File: config.mk
export PLATFORM = sky130hd
export DESIGN_NAME = reg_scoreboard
export DESIGN_NICKNAME = d
export VERILOG_FILES = /design/src/rtl/reg_scoreboard.sv
export SDC_FILE = /design/constraint.sdc
export NUM_CORES = 1
export LEC_CHECK = 0
export CAP_MARGIN = 15
export CORE_MARGIN = 2
export CORE_UTILIZATION = 40
export CTS_BUF_LIST = sky130_fd_sc_hd__clkbuf_2
export DETAILED_ROUTE_END_ITERATION = 8
export PLACE_DENSITY = 0.67
export RECOVER_POWER = 50
export SLEW_MARGIN = 20
export SYNTH_ARGS = -nofsm -noshare
export SYNTH_HDL_FRONTEND = slang
export SYNTH_SLANG_ARGS = --single-unit
export TNS_END_PERCENT = 5
File: constraint.sdc
create_clock -name clk -period 3.3 [get_ports clk]
set_clock_uncertainty 0.05 [all_clocks]
set_input_delay 0.33 -clock clk [delete_from_list [all_inputs] [get_ports clk]]
set_output_delay 0.33 -clock clk [all_outputs]
set_load 0.02 [all_outputs]
File: src/rtl/reg_scoreboard.sv
// Register scoreboard: tracks pending writes to x1..x31 and gates issue.
// Exports busy state, outstanding count, stall count and a spurious-wb flag.
module reg_scoreboard #(
  parameter int MAX_OUTSTANDING = 4,
  parameter int CNT_W           = 5,
  parameter bit WB_BYPASS       = 1'b0
) (
  input  logic             clk,
  input  logic             rst,
  input  logic             issue_valid,
  input  logic [4:0]       issue_rs1,
  input  logic             issue_rs1_used,
  input  logic [4:0]       issue_rs2,
  input  logic             issue_rs2_used,
  input  logic [4:0]       issue_rd,
  input  logic             issue_rd_we,
  output logic             issue_ready,
  input  logic             wb_valid,
  input  logic [4:0]       wb_rd,
  input  logic             flush,
  output logic [31:0]      busy_mask,
  output logic [CNT_W-1:0] outstanding,
  output logic [31:0]      stall_count,
  output logic             err_spurious_wb
);

  logic [31:0]      r_busy;
  logic [CNT_W-1:0] r_cnt;
  logic [31:0]      r_stall;
  logic             r_err;

  logic [31:0] w_wb_oh;
  logic [31:0] w_rd_oh;
  logic [31:0] w_eb;
  logic [31:0] w_set;
  logic [31:0] w_clr;
  logic        w_wb_hit;
  logic        w_rd_act;
  logic        w_raw;
  logic        w_waw;
  logic        w_full;
  logic        w_fire;
  logic        w_spur;
  logic        w_stall;

  assign w_wb_oh = (wb_valid && wb_rd != 5'd0)
                 ? (32'd1 << wb_rd) : 32'd0;
  assign w_rd_act = issue_rd_we && issue_rd != 5'd0;
  assign w_rd_oh  = w_rd_act ? (32'd1 << issue_rd) : 32'd0;

  // Bypass lets a same-cycle writeback release its register early
  assign w_eb = WB_BYPASS ? (r_busy & ~w_wb_oh) : r_busy;

  assign w_wb_hit = |(w_wb_oh & r_busy);

  assign w_raw = (issue_rs1_used && w_eb[issue_rs1])
              || (issue_rs2_used && w_eb[issue_rs2]);
  assign w_waw = w_rd_act && w_eb[issue_rd];
  assign w_full = w_rd_act
               && (r_cnt == CNT_W'(MAX_OUTSTANDING))
               && !w_wb_hit;

  assign issue_ready = !flush && !w_raw && !w_waw && !w_full;

  assign w_fire  = issue_valid && issue_ready;
  assign w_set   = w_fire ? w_rd_oh : 32'd0;
  assign w_clr   = flush ? 32'd0 : (w_wb_oh & r_busy);
  assign w_spur  = !flush && (|w_wb_oh) && !w_wb_hit;
  assign w_stall = issue_valid && !issue_ready;

  always_ff @(posedge clk) begin
    if (rst) begin
      r_busy  <= 32'd0;
      r_cnt   <= '0;
      r_stall <= 32'd0;
      r_err   <= 1'b0;
    end else begin
      if (flush) begin
        r_busy <= 32'd0;
        r_cnt  <= '0;
      end else begin
        // Clear before set so a same-rd wb+issue leaves the bit busy
        r_busy <= (r_busy & ~w_clr) | w_set;
        r_cnt  <= r_cnt + CNT_W'(|w_set) - CNT_W'(|w_clr);
      end
      if (w_stall && r_stall != 32'hFFFF_FFFF)
        r_stall <= r_stall + 32'd1;
      if (w_spur)
        r_err <= 1'b1;
    end
  end

  assign busy_mask       = r_busy;
  assign outstanding     = r_cnt;
  assign stall_count     = r_stall;
  assign err_spurious_wb = r_err;

endmodule

## Word-level counts from Yosys, hierarchy flattened

Cells that the tools add are included.
Widths: inputs -> output; s select.

- Output and inout bits: 71
- Word-level logic and storage cells: 57
- Bits in registers: 70

- Bitwise operators: 4
- Multiplexer cells: 10
- Add/subtract/negate cells: 3
- Order comparisons: 3
- Equal/unequal tests: 2
- Reductions and logical operators: 29
- Shift operators: 2

Operator list:

| operator | number |
|---|---|
| $mux 32 | 4 |
| $reduce_or 32->1 | 4 |
| $and 32x32->32 | 2 |
| $shl 1x5->32 const A | 2 |
| $add 32x1->32 const B | 1 |
| $ne 32x32->1 const B | 1 |
| $not 32->32 | 1 |
| $or 32x32->32 | 1 |
| $lt 5x6->1 const B | 3 |
| $bmux 1 s5 | 3 |
| $logic_and 1x1->1 | 15 |
| $reduce_bool 5->1 | 2 |
| $logic_not 1->1 | 6 |
| $add 5x1->5 | 1 |
| $eq 5x3->1 const B | 1 |
| $sub 5x1->5 | 1 |
| $mux 1 | 3 |
| $reduce_or 2->1 | 1 |
| $logic_or 1x1->1 | 1 |

## Logic depth before layout (Yosys ltp)

- Depth in word-level cells: 14
- Mapped depth: 20
- Mapped depth without buffers: 17

## Worst setup path before layout

Ideal clock, no wire load.

- Path type: input -> register
- Start: in issue_rs2[0]
- End: reg r_cnt[4], in the netlist outstanding[4]
- Stages: 18
- Setup time: 123 ps
- Path buffers: 2
- Data arrival time: 3367 ps
- Slack: -239 ps
- Cell sequence: buf_6 mux4_2 nor2b_4 a2111oi_4 o31ai_2 nor3_4 buf_6 nand3_4 ha_1 inv_1 ha_1 inv_1 fa_1 inv_1 a21o_1 a21oi_1 xnor2_1 nor2_1

- Cells in the longest elaborated chain, start to end: 13

RTL lines:

| element | line | source |
|---|---|---|
| start, declared | 13 | `input logic [4:0] issue_rs2,` |
| $bmux 1 s5 | 57 | `\|\| (issue_rs2_used && w_eb[issue_rs2]);` |
| $mux 1 (not written as such) | 57 |  |
| $logic_and 1x1->1 | 57 |  |
| $logic_or 1x1->1 | 57 |  |
| $logic_not 1->1 | 63 | `assign issue_ready = !flush && !w_raw && !w_waw && !w_full;` |
| $logic_and 1x1->1 (3 in a row) | 63 |  |
| $logic_and 1x1->1 | 65 | `assign w_fire = issue_valid && issue_ready;` |
| $mux 32 | 66 | `assign w_set = w_fire ? w_rd_oh : 32'd0;` |
| $reduce_or 32->1 | 84 | `r_cnt <= r_cnt + CNT_W'(\|w_set) - CNT_W'(\|w_clr);` |
| $add 5x1->5 | 84 |  |
| $sub 5x1->5 | 84 |  |
| end signal, assigned | 84 |  |
| end, declared | 28 | `logic [CNT_W-1:0] r_cnt;` |

No other way between the ends. The select of a mux whose other input is x is not followed.
A chain may end at the register's enable or synchronous reset.

## Worst setup path after layout

- Start: reg r_busy[8], in the netlist busy_mask[8]
- End: reg r_cnt[4], in the netlist outstanding[4]

- Cells in the longest elaborated chain, start to end: 13

RTL lines:

| element | line | source |
|---|---|---|
| start, declared | 27 | `logic [31:0] r_busy;` |
| start signal, assigned | 83 | `r_busy <= (r_busy & ~w_clr) \| w_set;` |
| $bmux 1 s5, on equally long branches | 56, 57 |  |
| $mux 1, on equally long branches | 56, 57 |  |
| $logic_and 1x1->1, on equally long branches | 56, 57 |  |
| $logic_or 1x1->1 | 57 |  |
| $logic_not 1->1 | 63 |  |
| $logic_and 1x1->1 (3 in a row) | 63 |  |
| $logic_and 1x1->1 | 65 |  |
| $mux 32 | 66 |  |
| $reduce_or 32->1 | 84 |  |
| $add 5x1->5 | 84 |  |
| $sub 5x1->5 (*) | 84 |  |

Mark *: on every way between the ends. The rest lies on a longest branch, timed or not. The select of a mux whose other input is x is not followed.

==> impl_results.md <==
- Status: complete, but fails checks
- DR DRC count: 0
- I/O Buffers: 98
- Slew margin rel.: 0.677
- Type of the tightest min-delay check: register to register
- Failing checks: setup timing
- Clk Latency, worst-skew pair: ~610 ps
- Die W: ~120 microns
- Die ar.: around 0.013 sq mm
- Peak supply drop: between 0.0002 and 0.00025 V
- Layout cell share with drive strength beyond 1: 0.263
- Max Buffers Root-to-Sink: 2
- Combinational group share of total power: 0.212
- GRT overflow: 0
- Flops & latches, synth: 70
- Crit-path cells: mux4_2 > mux2i_1 > nand3b_1 > nand4_1 > o31ai_4 > nor3_4 > nand3_4 > ha_4 > inv_2 > ha_4 > inv_2 > fa_2 > inv_2 > a21o_1 > a21oi_2 > xnor2_1 > nor2_1
- CTS buffer count: 9
- Crit-path max cell delay: ~500 ps
- Antenna diodes: 0
- Met3 routed WL: roughly 1.2 mm
- Setup TNS: -21.4 ps
- Post-synthesis sequential area ratio: 0.284
- Vias in the first global route: between 5,000 and 6,000
- Detailed Place HPWL: approximately 13 mm
- Final Max Tran Viols: 0
- Most frequent cells in the layout: 87 x buf_4, 66 x dlygate4sd3_1, 55 x dfxtp_1
- I/O pins: just under 100
- Largest net degree at the start of global routing: 45
- Vias: between 5,000 and 6,000
- Yosys top cell area share: 0.284
- Layout overhead on the synthesized area: 39.5%
- First-pass GRT wire length: 26.9 mm
- PD cells: ~270 mW/mm^2
- CP Launch Type: register
- # rows: 40
- CP delay by family, top: simple AND/OR/NAND/NOR gates
- Highest metal used: met4
- Worst slew pin tran: roughly 480 ps
- Worst Path Arrival: approximately 3800 ps
- Asr flop ratio synth: 0
- Die Span Y: 115 microns
- Clock transition at path regs: between 200 and 300 ps
- RD Place Congestion: 0.921
- First-pass DRT Iterations: 5
- TritonCTS clock tree: built
- Core box area: between 0.01 and 0.015 sq mm
- Sequential Power Share: 0.465
- RSZ-0062 raised after global routing: true
- CTS root buffer: clkbuf_2
- Commonest non-fill, non-tap cell in the layout: buf_4
- EDFF count, synth: 0
- Synthesized Nets: 588
- Mapped cell area: 0.00494 sq mm
- Leakage: around 2.6 nW
- Max cap viols: 0
- Final setup viols: 1
- Final antenna-violating net count: 0
- All-layer global routing usage: 0.261
- Hold buffers post-CTS: 0
- Clock power frac: 0.322
- YS warnings: 0
- Period utilization: 1.01
- Yosys top cell by area: dfxtp_1
- 1st-iter DRT viols: between 500 and 600
- Mapped Avg Cell Area: between 8 and 9 sq um
- Htree depth: 3
- DP Area: between 0.006 and 0.007 sq mm
- DRT met1 WL: 7.34 mm
- Routed len/inst: approximately 20 microns
- DR vias/cell: about 6.1
- Antenna violations before repair: 0
- Synth cell types: 69
- Crit path buf inv count: 3
- Setup Crit Path Kind: register to register
- Fin crit period: about 3300 ps
- Gate Count Post-Synth: around 550
- # nets final: 756
- Psw: about 0.57 mW
- Final instance area: ~0.0069 sq mm
- Cell Int Power: around 1.3 mW
- Hold Fails Final Rpt: 0
- Largest cells by area after synthesis: dfxtp_1 28%, mux4_2 10%, mux2i_1 3.6%
- Metal2 WL: between 8 and 9 mm
- CP max FO: 6
- Setup crit end kind: register
- Critical-path top delay cell: mux4_2
- Synth Flop Type: dfxtp_1
- Starting density of the core: 0.411
- Most Frequent Cell on Critical Path: inv_2
- Setup ws final: -21.4 ps
- Switch share: 0.307
- Final WL: about 17 mm
- Sink Count: 70
- Highest achievable clock rate: between 300 and 400 MHz
- Data required, critical path: 3750 ps
==> per-stage QoR <==
step           hold WS (ps)  utilization  cells  worst slack, ps  power [mW]
3_5_place_dp            414        0.554    849             -585        1.25
5_1_grt                 493        0.574    872             -129        1.92
3_3_place_gp            412        0.554    849             -486        1.24
2_1_floorplan           482            -    553             4.71        1.11
6_report                453        0.574    872            -21.4        1.86
4_1_cts                 455        0.568    866             7.55        1.84
==> synthesized netlist by cell type (3+ instances only) <==
library cell / count
clkbuf_1: 14
and4_1: 5
nor4_1: 5
and2_1: 4
o41ai_1: 5
mux2i_1: 18
nand3b_1: 11
nor2_1: 34
mux4_2: 23
o211ai_1: 19
o31ai_1: 13
o311ai_0: 7
nand2_1: 42
nor3_1: 9
dfxtp_1: 70
inv_1: 10
nand4_1: 8
ha_1: 6
nand2b_1: 4
o32ai_1: 3
nand3_1: 36
or2_2: 3
and3_1: 12
o21ai_1: 13
o21ai_0: 28
nor2b_1: 17
nand3_4: 3
mux2_2: 6
mux2_1: 3
or3_1: 8
buf_6: 9
or4_1: 16
buf_2: 13
a21oi_1: 31
==> repair_timing <==
| action | in CTS | in global routing |
|---|---|---|
| gates cloned | 0 | 1 |
| resized for setup | 10 | 9 |
| endpoints found under the hold margin | 0 | 0 |
| buffers inserted | 2 | 5 |
| pin swaps | 1 | 8 |
| endpoints found under the setup margin | 2 | 3 |
==> worst paths after layout <==
path                                  endpoint                         start  cells past startpoint  slack (ps)
setup / recovery     outstanding[4]$_SDFF_PP0_       busy_mask[8]$_SDFF_PP0_                     17         -20
hold / removal    err_spurious_wb$_SDFFE_PP0P_  err_spurious_wb$_SDFFE_PP0P_                      2         450
setup reg to reg     outstanding[4]$_SDFF_PP0_       busy_mask[8]$_SDFF_PP0_                     17         -20
hold reg to reg   err_spurious_wb$_SDFFE_PP0P_  err_spurious_wb$_SDFFE_PP0P_                      2         450
==> flip-flops by register name, summed over array words and instances, names as in the netlist <==
name,count
busy_mask,32
stall_count,32
outstanding,5
err_spurious_wb,1
==> tightest hold or removal path, delay by kind of cell (launching register included) <==
kind / cells / cell delay (ps)
AND/OR/NAND/NOR: 1 / 80
AO/OA/AOI/OAI: 1 / 40
flip-flops: 1 / 370
==> area by class of cell <==
cell class,count,area (sq um)
Clock inverter,6,86.3
Timing Repair Buffer,196,1800
Tap cell,147,184
Inverter,10,37.5
Fill cell,1079,5120
Clock buffer,9,45.0
Multi-Input combinational cell,434,3310
Sequential cell,70,1430
==> power by group through the flow <==
| stage | Combinational [mW] | Sequential [mW] | Clock, mW |
|---|---|---|---|
| final | 0.394 | 0.863 | 0.598 |
| after floorplan | 0.215 | 0.891 | 0 |
| after CTS | 0.376 | 0.865 | 0.601 |
| after global routing | 0.423 | 0.866 | 0.634 |
| after global placement | 0.360 | 0.882 | 0 |
| after detailed placement | 0.369 | 0.882 | 0 |
==> routing by layer <==
metal	vias to the layer above	GRT usage
met5	-	0
met4	0	0.0972
met3	28	0.0464
met2	224	0.415
met1	2636	0.355
li1	2470	-
==> logic make-up (layout without fill, tap and decap cells) <==
family                     Yosys count  count (layout)  share of synthesized area
muxes                               51              51                      0.165
adders and majority gates            7               7                     0.0193
AOI/OAI and AO/OA                  139             139                      0.189
DFF                                 70              70                      0.284
and+or+nand+nor                    234             234                      0.280
buffers and inverters               49             221                     0.0572
xor gates and xnor gates             3               3                    0.00532
Note: power is estimated with default switching activity, not from simulation.
